`config.mk`:
```
export PLATFORM = sky130hd
export DESIGN_NAME = irrigation_countdown_scan
export DESIGN_NICKNAME = d
export VERILOG_FILES = /design/src/rtl/irrigation_countdown_scan.sv
export SDC_FILE = /design/constraint.sdc
export NUM_CORES = 1
export LEC_CHECK = 0
export ABC_AREA = 1
export BUFFER_PORTS_ARGS = -buffer_cell sky130_fd_sc_hd__buf_4
export CAP_MARGIN = 20
export CORE_ASPECT_RATIO = 1.5
export CORE_MARGIN = 3
export CORE_UTILIZATION = 45
export CTS_CLUSTER_SIZE = 25
export DETAILED_ROUTE_END_ITERATION = 7
export PLACE_DENSITY_LB_ADDON = 0.15
export SLEW_MARGIN = 20
export SYNTH_ARGS = -nofsm -noshare
export SYNTH_HDL_FRONTEND = slang
export SYNTH_SLANG_ARGS = --single-unit
```
`constraint.sdc`:
```
create_clock -name clk -period 3.1 [get_ports clk]
set_input_delay 0.62 -clock clk [delete_from_list [all_inputs] [get_ports clk]]
set_output_delay 0.62 -clock clk [all_outputs]
set_load 0.02 [all_outputs]
```
`src/rtl/irrigation_countdown_scan.sv`:
```
// irrigation_countdown_scan: single-clock MM..M:SS BCD irrigation countdown with
// per-mode presets, water-sensor pause, start/cancel control, done pulse and a
// multiplexed 7-segment scan driver for all ND = MIN_DIGITS+2 digits.
// Optional build macro BLINK_EN: blank the display at 1 Hz while paused or done.
module irrigation_countdown_scan #(
  parameter int unsigned CLK_HZ         = 50000000,
  parameter int unsigned SCAN_HZ        = 400,
  parameter int unsigned MIN_DIGITS     = 2,
  parameter int unsigned PRESET_DRIP_S  = 1200,
  parameter int unsigned PRESET_SPRAY_S = 900,
  parameter int unsigned PRESET_SPEC_S  = 580,
  parameter int unsigned SEG_ACTIVE_LOW = 1
) (
  input  logic                      clk,
  input  logic                      reset_n,
  input  logic                      mode_drip,
  input  logic                      mode_spray,
  input  logic                      mode_spec,
  input  logic                      start,
  input  logic                      cancel,
  input  logic                      sensor_ok,
  output logic [6:0]                seg,
  output logic [MIN_DIGITS+1:0]     dig_en,
  output logic [4*MIN_DIGITS+7:0]   bcd,
  output logic                      running,
  output logic                      paused,
  output logic                      done
);

  localparam int unsigned ND           = MIN_DIGITS + 2;
  localparam int unsigned BW           = 4 * ND;
  localparam int unsigned TICK_W       = (CLK_HZ > 1) ? $clog2(CLK_HZ) : 1;
  localparam int unsigned SCAN_DIV_RAW = CLK_HZ / SCAN_HZ;
  localparam int unsigned SCAN_DIV     = (SCAN_DIV_RAW > 0) ? SCAN_DIV_RAW : 1;
  localparam int unsigned SCAN_W       = (SCAN_DIV > 1) ? $clog2(SCAN_DIV) : 1;
  localparam int unsigned IDX_W        = $clog2(ND);
  localparam logic        POL          = (SEG_ACTIVE_LOW != 0);

  localparam logic [TICK_W-1:0] TICK_LAST = TICK_W'(CLK_HZ - 1);
  localparam logic [SCAN_W-1:0] SCAN_LAST = SCAN_W'(SCAN_DIV - 1);
  localparam logic [IDX_W-1:0]  IDX_LAST  = IDX_W'(ND - 1);

  // Seconds -> MM..M:SS BCD, saturating at all-9 minutes and 59 seconds.
  function automatic logic [BW-1:0] to_bcd(input int unsigned secs);
    int unsigned max_s;
    int unsigned mins;
    int unsigned s;
    logic [BW-1:0] r;
    max_s = 1;
    for (int unsigned i = 0; i < MIN_DIGITS; i++) max_s = max_s * 10;
    max_s = max_s * 60 - 1;
    if (secs > max_s) begin
      mins = max_s / 60;
      s    = 59;
    end else begin
      mins = secs / 60;
      s    = secs % 60;
    end
    r = '0;
    r[3:0] = 4'(s % 10);
    r[7:4] = 4'(s / 10);
    for (int unsigned i = 0; i < MIN_DIGITS; i++) begin
      r[4*(i+2) +: 4] = 4'(mins % 10);
      mins = mins / 10;
    end
    return r;
  endfunction

  // Standard 0-9 decode in {g,f,e,d,c,b,a}, active high; other codes blank.
  function automatic logic [6:0] seg_decode(input logic [3:0] d);
    case (d)
      4'd0:    return 7'h3F;
      4'd1:    return 7'h06;
      4'd2:    return 7'h5B;
      4'd3:    return 7'h4F;
      4'd4:    return 7'h66;
      4'd5:    return 7'h6D;
      4'd6:    return 7'h7D;
      4'd7:    return 7'h07;
      4'd8:    return 7'h7F;
      4'd9:    return 7'h6F;
      default: return 7'h00;
    endcase
  endfunction

  localparam logic [BW-1:0] PRESET_DRIP  = to_bcd(PRESET_DRIP_S);
  localparam logic [BW-1:0] PRESET_SPRAY = to_bcd(PRESET_SPRAY_S);
  localparam logic [BW-1:0] PRESET_SPEC  = to_bcd(PRESET_SPEC_S);

  typedef enum logic [1:0] {IDLE, RUN, PAUSE, DONE} state_t;

  state_t             state, state_next;
  logic [BW-1:0]      count, count_next, count_dec, preset_sel;
  logic [TICK_W-1:0]  tick_cnt, tick_next;
  logic               start_q, start_rise, mode_valid, tick, done_next;
  logic               blank;
  logic [SCAN_W-1:0]  scan_cnt;
  logic               scan_en;
  logic [IDX_W-1:0]   scan_idx;
  logic [3:0]         cur_digit;
  logic [ND-1:0]      onehot;

  assign start_rise = start & ~start_q;
  assign tick       = (state == RUN) && (tick_cnt == TICK_LAST);
  assign scan_en    = (scan_cnt == SCAN_LAST);
  assign bcd        = count;
  assign running    = (state == RUN);
  assign paused     = (state == PAUSE);

  // Mode priority: specific > drip > sprinkler.
  always_comb begin
    preset_sel = '0;
    mode_valid = 1'b1;
    if (mode_spec)       preset_sel = PRESET_SPEC;
    else if (mode_drip)  preset_sel = PRESET_DRIP;
    else if (mode_spray) preset_sel = PRESET_SPRAY;
    else                 mode_valid = 1'b0;
  end

  // BCD borrow-chain decrement of the live count.
  always_comb begin
    logic borrow;
    count_dec = count;
    borrow    = 1'b1;
    for (int unsigned i = 0; i < ND; i++) begin
      if (borrow) begin
        if (count[4*i +: 4] == 4'd0) begin
          count_dec[4*i +: 4] = (i == 1) ? 4'd5 : 4'd9;
        end else begin
          count_dec[4*i +: 4] = count[4*i +: 4] - 4'd1;
          borrow = 1'b0;
        end
      end
    end
  end

  // Next state, next count, prescaler and done pulse; cancel overrides all.
  always_comb begin
    state_next = state;
    count_next = count;
    tick_next  = tick_cnt;
    done_next  = 1'b0;
    case (state)
      IDLE, DONE: begin
        if (start_rise && mode_valid) begin
          count_next = preset_sel;
          tick_next  = '0;
          if (preset_sel == '0) begin
            state_next = DONE;
            done_next  = 1'b1;
          end else begin
            state_next = sensor_ok ? RUN : PAUSE;
          end
        end
      end
      RUN: begin
        if (tick) begin
          tick_next  = '0;
          count_next = count_dec;
          if (count_dec == '0) begin
            state_next = DONE;
            done_next  = 1'b1;
          end else if (!sensor_ok) begin
            state_next = PAUSE;
          end
        end else begin
          tick_next = tick_cnt + TICK_W'(1);
          if (!sensor_ok) state_next = PAUSE;
        end
      end
      PAUSE: begin
        if (sensor_ok) state_next = RUN;
      end
      default: state_next = IDLE;
    endcase
    if (cancel) begin
      state_next = IDLE;
      count_next = '0;
      tick_next  = '0;
      done_next  = 1'b0;
    end
  end

  // State register.
  always_ff @(posedge clk or negedge reset_n) begin
    if (!reset_n) state <= IDLE;
    else          state <= state_next;
  end

  // Count, tick prescaler, done pulse and start edge history.
  always_ff @(posedge clk or negedge reset_n) begin
    if (!reset_n) begin
      count    <= '0;
      tick_cnt <= '0;
      done     <= 1'b0;
      start_q  <= 1'b0;
    end else begin
      count    <= count_next;
      tick_cnt <= tick_next;
      done     <= done_next;
      start_q  <= start;
    end
  end

`ifdef BLINK_EN
  logic [TICK_W-1:0] blink_cnt;

  // Free-running one-second phase, independent of pause, for the blink.
  always_ff @(posedge clk or negedge reset_n) begin
    if (!reset_n)                    blink_cnt <= '0;
    else if (blink_cnt == TICK_LAST) blink_cnt <= '0;
    else                             blink_cnt <= blink_cnt + TICK_W'(1);
  end

  assign blank = ((state == PAUSE) || (state == DONE)) &&
                 (blink_cnt >= TICK_W'(CLK_HZ / 2));
`else
  assign blank = 1'b0;
`endif

  // Scan prescaler and digit index.
  always_ff @(posedge clk or negedge reset_n) begin
    if (!reset_n) begin
      scan_cnt <= '0;
      scan_idx <= '0;
    end else if (scan_en) begin
      scan_cnt <= '0;
      scan_idx <= (scan_idx == IDX_LAST) ? '0 : scan_idx + IDX_W'(1);
    end else begin
      scan_cnt <= scan_cnt + SCAN_W'(1);
    end
  end

  // Digit selected by the scan index.
  always_comb begin
    cur_digit = 4'd0;
    onehot    = '0;
    for (int unsigned i = 0; i < ND; i++) begin
      if (scan_idx == IDX_W'(i)) begin
        cur_digit = count[4*i +: 4];
        onehot[i] = 1'b1;
      end
    end
  end

  // Registered display drive with polarity applied.
  always_ff @(posedge clk or negedge reset_n) begin
    if (!reset_n) begin
      seg    <= {7{POL}};
      dig_en <= {ND{POL}};
    end else begin
      seg    <= (blank ? 7'h00 : seg_decode(cur_digit)) ^ {7{POL}};
      dig_en <= onehot ^ {ND{POL}};
    end
  end

endmodule

```
-- Yosys cells after proc, flatten, opt, wreduce, memory -nomap -nowiden
Memories as Yosys holds them, arrays and structs flattened.
Cells that the tools add are included.
Widths: inputs -> output; s select.
- bits in registers: 76
- bits in read-only memories: 112
- bits of input ports: 8
- word-level logic and storage cells: 98
- memories: 1
- memories (memory ; depth ; width ; rd ports ; clocked after memory_dff ; write ports ; RTL line ; RTL):
    (name not given) ; 16 ; 7 ; 1 ; 0 ; 0 ; 71 ; case (d)
- $add $sub $neg: 7
- equal/unequal tests: 11
- muxes and demuxes: 51
- bitwise operators: 4
- reduce and logical (&&, ||, !) cells: 15
- operator list (operator ; count):
    $mux 26 ; 3
    $mux 16 ; 4
    $pmux 26 s2 ; 1
    $mux 4 ; 11
    $logic_not 16->1 ; 2
    $pmux 16 s2 ; 1
    $add 26x1->26 const B ; 1
    $eq 26x26->1 const B ; 1
    $mux 2 ; 9
    $add 17x1->17 const B ; 1
    $eq 17x17->1 const B ; 1
    $mux 1 ; 17
    $mux 17 ; 1
    $logic_not 4->1 ; 4
    $sub 4x1->4 const B ; 4
    $mux 14 ; 1
    $mux 13 ; 1
    $eq 2x2->1 const B ; 4
    $not 7->7 ; 1
    $ne 3x3->1 const B ; 2
    $pmux 2 s3 ; 1
    $eq 2x1->1 const B ; 2
    $logic_not 2->1 ; 2
    $not 4->4 ; 1
    other kinds (10) ; 12

-- Depth between registers and ports, before layout
- depth after elaboration: 10
- gate-level depth with buffers: 16

-- Least setup slack after synthesis
No wires, ideal clock.
- path type: register to register
- start: reg state[1]
- end: reg tick_cnt[5]
- arrival time: 1.784 ns
- required time: 3.012 ns
- slack: 1.228 ns
- cell stages (with the launch flop): 10
- path buffers: 1
- path through: dfrtp_1 -> inv_1 -> ha_1 -> inv_1 -> nor2_1 -> nand2_2 -> nand2_4 -> inv_2 -> buf_2 -> nor3b_1
- cells in the longest elaborated chain, start to end: 5
- elaborated cells between the ends (all ways): 11
- classes of those cells: eq/ne: 3; mux: 3; reduce/logical: 5
- ends and longest elaborated chain (what ; RTL line ; RTL):
    start: declaration ; 92 ; state_t state, state_next;
    start signal: assignment ; 187 ; else state <= state_next;
    $eq 2x1->1 (*) ; -- ;
    via running ; 25 ; output logic running,
    $logic_and 1x1->1 ; 104 ; assign tick = (state == RUN) && (tick_cnt == TICK_LAST);
    $mux 26 ; 157 ; if (tick) begin
    $pmux 26 s2 ; 143 ; case (state)
    $mux 26 ; 176 ; if (cancel) begin
    end signal: assignment ; 199 ; tick_cnt <= tick_next;
    end: declaration ; 94 ; logic [TICK_W-1:0] tick_cnt, tick_next;
The timed path passes the listed nets; every way through them passes the cells marked *.
A chain may end at the register's enable or synchronous reset.

-- Final worst setup path
- start: reg state[0]
- end: reg count[1], in the netlist bcd[1]
- cells in the longest elaborated chain, start to end: 4
- elaborated cells between the ends (all ways): 11
- classes of those cells: eq/ne: 4; mux: 2; reduce/logical: 5
- ends and longest elaborated chain (what ; RTL line ; RTL):
    $eq 2x2->1 (tied with other cells) ; 143 ;
    $reduce_or 2->1 or $logic_and 1x1->1 (tied branches) ; 143, 104 ;
    $ne 3x3->1 (no source line) (tied with other cells) ; -- ;
    $reduce_and 3->1 (no source line) or $mux 16 (tied branches) ; -- ;
    end signal: assignment ; 198 ; count <= count_next;
    end: declaration ; 93 ; logic [BW-1:0] count, count_next, count_dec, preset_sel;
Parallel ways exist; a longest one is shown, timed or not.

==> run metrics <==
Netlist Area Pre-Place between 0.004 and 0.005 sq mm; die height 128.0 um; DP HPWL between 8000 and 9000 um; # diodes 0; Post-route DRC 0; setup violators final 0; post-synthesis sequential area ratio 0.4287; # Post-CTS Setup Buffers 0; Critical Path Sink Type register; H-tree depth 3; top achievable clock speed between 0.4 and 0.5 GHz; DRT Wirelength between 10000 and 15000 um; nets about 640; drt wl/cell around 15 um; Vias roughly 4000; antenna-violating nets left 0; #FFs+latches synth 76; first-iteration detailed-routing DRC count around 220; Yosys warning total 0; cell row count between 40 and 50; fraction of layout cells with a size suffix above 1 0.1520; share of flip-flops with an asynchronous set or reset 1.000; crit path launch type register; DIE AREA around 0.011 sq mm; hold buffers post-CTS 0; WP data arrival ~2.5 ns; clk sinks 76; RePlAce Congestion about 0.92; dominant synthesized flop cell dfrtp_1; Hold Crit Class in -> async; Final Hold Vio Count 0; number of enable flip-flop cells after synthesis 0; CTS Root Cell clkbuf_16; crit path kind reg -> reg; clk_lat worst skew roughly 0.34 ns; I/O pins 38; Starting Density 0.4719; pre-CTS worst setup slack 0.7689 ns; synthesized instance count 578; max-cap viol count 0; fin. max-slew vios 0; GRT Total Usage 0.2119; worst rel slew slack 0.3495; vias in the first global route 3931; Reg clk slew, reported paths approximately 0.060 ns; register area roughly 0.0019 sq mm; layout overhead on the synthesized area 15.43%; Core ar. 0.009469 sq mm; clk_skew around 0.0064 ns; Leak about 2.5 nW; fin crit share 0.7452; status finished clean; Layout fillers between 800 and 900; Worst Path Max Fanout 26; initial antenna violation count 0; Power per Cell Area ~720 mW/mm^2; multi-input logic area between 0.002 and 0.0025 sq mm; Avg Inst Size Synth 7.730 sq um; post-synthesis net count 600; worst-margin pin slew 0.9757 ns; R2R setup slack about 0.79 ns; Cell variety after synth 42; WP data required 3.32 ns; port buffer count 37; grt ovf 0; maximum vdd ir drop 376.9 uV; pin count of the biggest net entering global routing 77; Die X around 87 um; Vias/cell between 5 and 6; DR pass1 iterations 6; minimum clock period roughly 2.3 ns; clk buf depth 2; total CTS buffers 9; Post-CTS Resized 0; first-pass GRT wire length 18420 um; final setup TNS 0 ns; CTS tree yes; RSZ-0062 raised after global routing false; final worst slack between 0.7 and 0.8 ns
## worst max-delay path, cell delays in order, from the launching register on
cell     delay (ns)
dfrtp_1        0.39
inv_1          0.06
ha_1           0.36
inv_1          0.08
nand3_1        0.12
nand2_4        0.12
inv_4          0.19
nand2_4        0.18
inv_2          0.42
o21ai_2        0.11
nand2_1        0.09
o21ai_2        0.05
## metal layers
layer | vias up | GRT usage | wire [um]
li1 | 1978 | - | -
met1 | 1873 | 0.2318 | 4219
met2 | 101 | 0.3783 | 5916
met3 | 42 | 0.04051 | 442
met4 | 0 | 0.1102 | 467
met5 | - | 0 | 0
## Yosys cell counts (7+ instances only)
library cell,n,area (sq um)
a21oi_1,27,135.1
dfstp_2,11,289.0
ha_1,14,175.2
nand2_1,107,401.6
nand4_1,14,87.58
nor3_1,22,110.1
inv_1,88,330.3
dfrtp_1,65,1627
o21ai_0,41,205.2
nor2_1,68,255.2
xor2_1,13,113.9
nand3_1,33,165.2
a31oi_1,7,43.79
## cell type report
| type | instances | share of cell area |
|---|---|---|
| multi-input combinational | 404 | 0.4214 |
| clock buffer | 12 | 0.04973 |
| clock inverter | 2 | 0.006793 |
| inverter | 93 | 0.06817 |
| timing repair buffer | 38 | 0.05531 |
| tap | 112 | 0.02717 |
| sequential | 76 | 0.3714 |
## worst paths after layout
| check | from | to | depth (start not counted) |
|---|---|---|---|
| max in group asynchronous | reset_n | tick_cnt[6] | 1 |
| min in group clk | start | start_q | 1 |
| hold reg to reg | scan_cnt[0] | scan_cnt[0] | 1 |
| hold / removal | reset_n | scan_cnt[6] | 1 |
| setup / recovery | state[0] | bcd[1] | 11 |
| setup reg to reg | state[0] | bcd[1] | 11 |
## registers in the layout, summed over array words and instances (netlist names)
signal and count:
tick_cnt 26, scan_idx 2, seg 7, done 1, bcd 16, state 2, dig_en 4, scan_cnt 17
start_q 1
## power by group
part / internal [W] / total [W] / switching (W)
sequential: 0.00109 / 0.00121 / 0.000112
clock: 0.000657 / 0.00106 / 0.000399
combinational: 0.000443 / 0.00144 / 0.000994
## cell usage in the layout, fill, tap and decap left out, types with 7 or more instances in the layout
cell,netlist,layout
o21ai_0,41,41
a31oi_1,7,7
nor2_1,68,68
nand2_1,107,107
dfrtp_1,65,65
nand4_1,14,14
nor3_1,22,22
buf_4,1,38
inv_1,88,88
nand3_1,33,33
dfstp_2,11,11
a21oi_1,27,27
clkbuf_16,0,9
xor2_1,13,13
ha_1,14,14
## per-stage QoR
stage / area [sq um] / utilization / power (W) / cells / hold WS, ns
CTS: 5157 / 0.5447 / 0.003730 / 737 / 0.4003
detailed placement: 4866 / 0.5139 / 0.002661 / 723 / 0.4572
global placement: 4866 / 0.5139 / 0.002647 / 723 / 0.4484
floorplan: 4468 / - / 0.002243 / 578 / 0.3244
global route: 5157 / 0.5447 / 0.003974 / 737 / 0.4006
finish: 5157 / 0.5447 / 0.003700 / 737 / 0.4073
## kinds of logic (layout without fill, tap and decap cells)
logic type / count (synthesis) / after routing / synth area share
buffers and inverters: 98 / 145 / 0.08485
adder cells (fa/ha/maj): 14 / 14 / 0.03921
flip-flops: 76 / 76 / 0.4287
AO/OA/AOI/OAI: 98 / 98 / 0.1241
AND/OR/NAND/NOR: 279 / 279 / 0.2977
XOR/XNOR: 13 / 13 / 0.02548
No activity file was read; power rests on OpenSTA's default activity.
